`src/rtl/frac_prod_normalizer_pkg.sv`:
```
// frac_prod_normalizer_pkg: shared constants, state encoding and width helper
package frac_prod_normalizer_pkg;
   localparam int FRAC_W_DEF = 7;
   localparam int PROD_W_DEF = 2 * FRAC_W_DEF;
   typedef enum logic {IDLE, NORM} state_t;
   function automatic int prod_w(input int frac_w);
      return 2 * frac_w;
   endfunction
endpackage

```
`src/rtl/frac_rne_round.sv`:
```
// frac_rne_round: round a normalized product to FRAC_W bits, nearest-even, with overflow fixup
module frac_rne_round
   import frac_prod_normalizer_pkg::*;
#(
   parameter int FRAC_W = FRAC_W_DEF,
   parameter int CNT_W = 4
) (
   input  logic [2*FRAC_W-1:0] preg,
   input  logic [CNT_W-1:0]    cnt,
   output logic [FRAC_W-1:0]   mant,
   output logic [CNT_W-1:0]    shift_cnt,
   output logic                inexact
);
   logic [FRAC_W-1:0] m;
   logic g, s, inc, ovf;
   assign m   = preg[2*FRAC_W-1:FRAC_W];
   assign g   = preg[FRAC_W-1];
   assign s   = |preg[FRAC_W-2:0];
   assign inc = g & (s | m[0]);
   assign ovf = inc & (&m);
   // overflow renormalizes by one place when a shift can be undone, otherwise saturates
   always_comb begin
      mant      = ovf ? ((cnt != '0) ? {1'b1, {(FRAC_W-1){1'b0}}} : '1) : m + FRAC_W'(inc);
      shift_cnt = (ovf && cnt != '0) ? cnt - CNT_W'(1) : cnt;
      inexact   = g | s;
   end
endmodule

```
`src/rtl/frac_prod_normalizer.sv`:
```
// frac_prod_normalizer: iterative left-normalize and RNE-round a fractional product
module frac_prod_normalizer
   import frac_prod_normalizer_pkg::*;
#(
   parameter int FRAC_W = FRAC_W_DEF,
   parameter int CNT_W = 4
) (
   input  logic                clk,
   input  logic                rst,
   input  logic                in_valid,
   input  logic [2*FRAC_W-1:0] product,
   output logic                busy,
   output logic                out_valid,
   output logic [FRAC_W-1:0]   mant,
   output logic [CNT_W-1:0]    shift_cnt,
   output logic                zero,
   output logic                inexact
);
   localparam int PW = prod_w(FRAC_W);
   state_t state, next_state;
   logic [PW-1:0] preg;
   logic [CNT_W-1:0] cnt, r_shift;
   logic [FRAC_W-1:0] r_mant;
   logic r_inexact, done;
   assign done = (preg == '0) || preg[PW-1];
   assign busy = (state == NORM);
   frac_rne_round #(.FRAC_W(FRAC_W), .CNT_W(CNT_W)) u_round (
      .preg      (preg),
      .cnt       (cnt),
      .mant      (r_mant),
      .shift_cnt (r_shift),
      .inexact   (r_inexact)
   );
   // state register
   always_ff @(posedge clk or posedge rst) begin
      if (rst) state <= IDLE;
      else     state <= next_state;
   end
   // accept in IDLE, leave NORM once the product is zero or normalized
   always_comb begin
      next_state = state;
      next_state = (state == IDLE) ? (in_valid ? NORM : IDLE) : (done ? IDLE : NORM);
   end
   // shift datapath and registered result outputs
   always_ff @(posedge clk or posedge rst) begin
      if (rst) begin
         preg      <= '0;
         cnt       <= '0;
         out_valid <= 1'b0;
         mant      <= '0;
         shift_cnt <= '0;
         zero      <= 1'b0;
         inexact   <= 1'b0;
      end else begin
         out_valid <= 1'b0;
         if (state == IDLE && in_valid) begin
            preg <= product;
            cnt  <= '0;
         end else if (state == NORM) begin
            if (preg == '0) begin
               zero      <= 1'b1;
               mant      <= '0;
               shift_cnt <= '0;
               inexact   <= 1'b0;
               out_valid <= 1'b1;
            end else if (!preg[PW-1]) begin
               preg <= preg << 1;
               cnt  <= cnt + CNT_W'(1);
            end else begin
               zero      <= 1'b0;
               mant      <= r_mant;
               shift_cnt <= r_shift;
               inexact   <= r_inexact;
               out_valid <= 1'b1;
            end
         end
      end
   end
endmodule

```
`config.mk`:
```
export PLATFORM = sky130hd
export DESIGN_NAME = frac_prod_normalizer
export DESIGN_NICKNAME = d
export VERILOG_FILES = /design/src/rtl/frac_prod_normalizer_pkg.sv /design/src/rtl/frac_rne_round.sv /design/src/rtl/frac_prod_normalizer.sv
export SDC_FILE = /design/constraint.sdc
export NUM_CORES = 1
export LEC_CHECK = 0
export ABC_AREA = 1
export BUFFER_PORTS_ARGS = -buffer_cell sky130_fd_sc_hd__buf_2
export CAP_MARGIN = 0
export CORE_MARGIN = 2
export CORE_UTILIZATION = 30
export DETAILED_ROUTE_END_ITERATION = 16
export HOLD_SLACK_MARGIN = 0.15
export PLACE_DENSITY = 0.49
export SYNTH_ARGS = -nofsm -noshare
export SYNTH_HDL_FRONTEND = slang
export SYNTH_HIERARCHICAL = 1
export SYNTH_SLANG_ARGS = --single-unit
export TNS_END_PERCENT = 20
```
`constraint.sdc`:
```
create_clock -name clk -period 3.6 [get_ports clk]
set_input_delay 0.72 -clock clk [delete_from_list [all_inputs] [get_ports clk]]
set_output_delay 0.72 -clock clk [all_outputs]
set_load 0.05 [all_outputs]
```
==> flow_metrics.env <==
export IMPL_vias=1917
export IMPL_crit_fanout=33
export IMPL_power_leakage_uw=0.00137
export IMPL_tightestPinTransition_ns=0.605
export IMPL_synthDistinctLibCells=31
export IMPL_outcome="complete, no violations"
export IMPL_final_common_cell="nand2_1"
export IMPL_drive_gt1_share_pct=19.8
export IMPL_clockBufferDepth=2
export IMPL_placedCellCount=406
export IMPL_cts_tree="yes"
export IMPL_fill_cells=746
export IMPL_maxSlewViolCount=0
export IMPL_holdBufCountCts=0
export IMPL_cts_made_buffers=5
export IMPL_arrival_ns=2.29
export IMPL_cp_end_kind="register"
export IMPL_grt_use_total_pct=14.1
export IMPL_route_detailed_wl_per_inst_um=12.1
export IMPL_max_freq_mhz=472
export IMPL_syn_area_um2=2120
export IMPL_routed_wl_um=5020
export IMPL_htree_num_levels=2
export IMPL_drtPass1Iterations=4
export IMPL_area_delta_synth_final_pct=14.0
export IMPL_worstSetupPathType="register to register"
export IMPL_drt_iter0_drc=104
export IMPL_ys_ff_latch=33
export IMPL_fin_cells=414
export IMPL_fin_nets=337
export IMPL_gp_congestion=0.761
export IMPL_period_share_pct=58.8
export IMPL_ys_seq_area_share_pct=38.9
export IMPL_multiInputGateArea_um2=1130
export IMPL_grt_pass1_wl_um=8490
export IMPL_diodes=0
export IMPL_mostFrequentLayoutCells="nand2_1 (111), nand3_1 (39), dfrtp_1 (33)"
export IMPL_num_rows=30
export IMPL_seq_area_um2=826
export IMPL_ir_drop_uv=383
export IMPL_synth_cells=290
export IMPL_start_util_pct=31.0
export IMPL_min_path_type="register to register"
export IMPL_rsz0062_at_grt="false"
export IMPL_root_buffer="clkbuf_8"
export IMPL_port_buffers=31
export IMPL_relSlewSlack_pct=59.4
export IMPL_io_pins=32
export IMPL_die_height_um=88.1
export IMPL_drtAntennaViolNets=0
export IMPL_cts_setup_buffers=0
export IMPL_via_per_inst=4.63
export IMPL_place_ws_ns=1.43
export IMPL_drv_cap=0
export IMPL_fin_crit_ns=2.12
export IMPL_reg2reg_slack_ns=1.48
export IMPL_hold_viol=0
export IMPL_setup_ws_ns=1.48
export IMPL_avgSynthCellArea_um2=7.31
export IMPL_dp_hpwl_um=3380
export IMPL_cts_sinks=33
export IMPL_core_um2=6830
export IMPL_dieArea_um2=7760
export IMPL_clk_latency_ns=0.28
export IMPL_startpoint_type="register"
export IMPL_drc_errors=0
export IMPL_grt_ovfl_total=0
export IMPL_setup_viol=0
export IMPL_grt_pass1_vias=1699
export IMPL_final_setup_skew_ns=0.00465
export IMPL_yosysWarningCount=6
export IMPL_setup_tns_ns=0
export IMPL_power_density_nw_per_um2=845
export IMPL_die_w_um=88.1
export IMPL_path_clk_slew_ns=0.07
export IMPL_syn_num_nets=310
export IMPL_post_cts_resized=0
export IMPL_worst_ep_required_time_ns=3.77
export IMPL_grt_start_max_net_pins=34
export IMPL_antenna_found_initial=0
worst max-delay path, cell delays in order, from the launching register on:
cell     delay (ns)
dfrtp_1        0.62
inv_1          0.12
nand2_2        0.47
nand3_1        0.51
nand4_1        0.20
nand2_1        0.07
kinds of logic (layout without fill, tap and decap cells):
family | count (synthesis) | count (layout) | share of synthesized area, %
AO/OA/AOI/OAI | 4 | 4 | 1.06
flip-flops | 33 | 33 | 38.9
XOR/XNOR | 3 | 3 | 1.24
buffers and inverters | 34 | 62 | 7.96
adder cells (fa/ha/maj) | 3 | 3 | 1.77
AND/OR/NAND/NOR | 213 | 213 | 49.0
sequential cells by signal, indices dropped and copies added (netlist names):
name,flops
shift_cnt,4
busy,1
zero,1
cnt,4
mant,7
inexact,1
preg,14
out_valid,1
synthesized netlist by cell type:
master | n | area share [%]
buf_6 | 1 | 0.53
nand2_4 | 3 | 1.6
or2_2 | 1 | 0.30
nand3_4 | 2 | 1.7
nor3_1 | 1 | 0.24
nand2_1 | 111 | 20
buf_1 | 1 | 0.18
nand3b_1 | 3 | 1.1
nor2_1 | 16 | 2.8
buf_12 | 1 | 0.94
xnor2_1 | 2 | 0.83
nand4_1 | 20 | 5.9
clkinv_1 | 1 | 0.18
buf_4 | 2 | 0.71
o21ai_0 | 2 | 0.47
nand2_2 | 9 | 2.7
a21oi_1 | 1 | 0.24
o21bai_1 | 1 | 0.35
nor2_2 | 2 | 0.59
dfrtp_1 | 33 | 39
ha_1 | 3 | 1.8
buf_2 | 5 | 1.2
or2_4 | 1 | 0.41
inv_1 | 21 | 3.7
nand3_2 | 2 | 0.94
nor2_4 | 2 | 1.1
nand3_1 | 39 | 9.2
xor2_1 | 1 | 0.41
nor2_8 | 1 | 0.94
clkbuf_1 | 1 | 0.18
clkbuf_4 | 1 | 0.35
where the power goes:
group	switching, uW	total (uW)	internal (uW)
combinational	735	1040	305
sequential	186	693	507
clock	140	312	173
total	1060	2040	984
path summary, 6_finish.rpt:
| path | depth (start not counted) | to | from |
|---|---|---|---|
| hold / removal | 2 | mant[4]$_DFFE_PP0P_ | mant[4]$_DFFE_PP0P_ |
| setup reg to reg | 5 | preg[11]$_DFFE_PP0P_ | busy$_DFF_PP0_ |
| setup / recovery | 5 | preg[11]$_DFFE_PP0P_ | busy$_DFF_PP0_ |
| min in group asynchronous | 3 | mant[0]$_DFFE_PP0P_ | rst |
| max in group asynchronous | 3 | preg[10]$_DFFE_PP0P_ | rst |
| hold reg to reg | 2 | mant[4]$_DFFE_PP0P_ | mant[4]$_DFFE_PP0P_ |
area by class of cell:
| type | instances | share of cell area (%) |
|---|---|---|
| Tap cell | 96 | 4.97 |
| Sequential cell | 33 | 34.1 |
| Clock inverter | 1 | 0.207 |
| Multi-Input combinational cell | 223 | 46.6 |
| Inverter | 22 | 3.41 |
| Clock buffer | 7 | 3.98 |
| Timing Repair Buffer | 32 | 6.73 |
metrics by stage:
step	hold slack [ns]	instance area (um2)	util [%]	total power, uW
6_report	0.468	2420	35.4	2040
5_1_grt	0.504	2420	35.4	2230
4_1_cts	0.472	2420	35.4	2060
3_3_place_gp	0.449	2320	33.9	1730
3_5_place_dp	0.454	2320	33.9	1740
2_1_floorplan	0.512	2120	-	1560
metal layers:
layer / GRT usage (%) / up-vias / wire length [um]
li1: - / 998 / -
met1: 20.2 / 865 / 2630
met2: 20.5 / 45 / 2090
met3: 2.73 / 9 / 200
met4: 6.20 / 0 / 101
met5: 0 / - / 0
(Power assumes the default switching activity.)
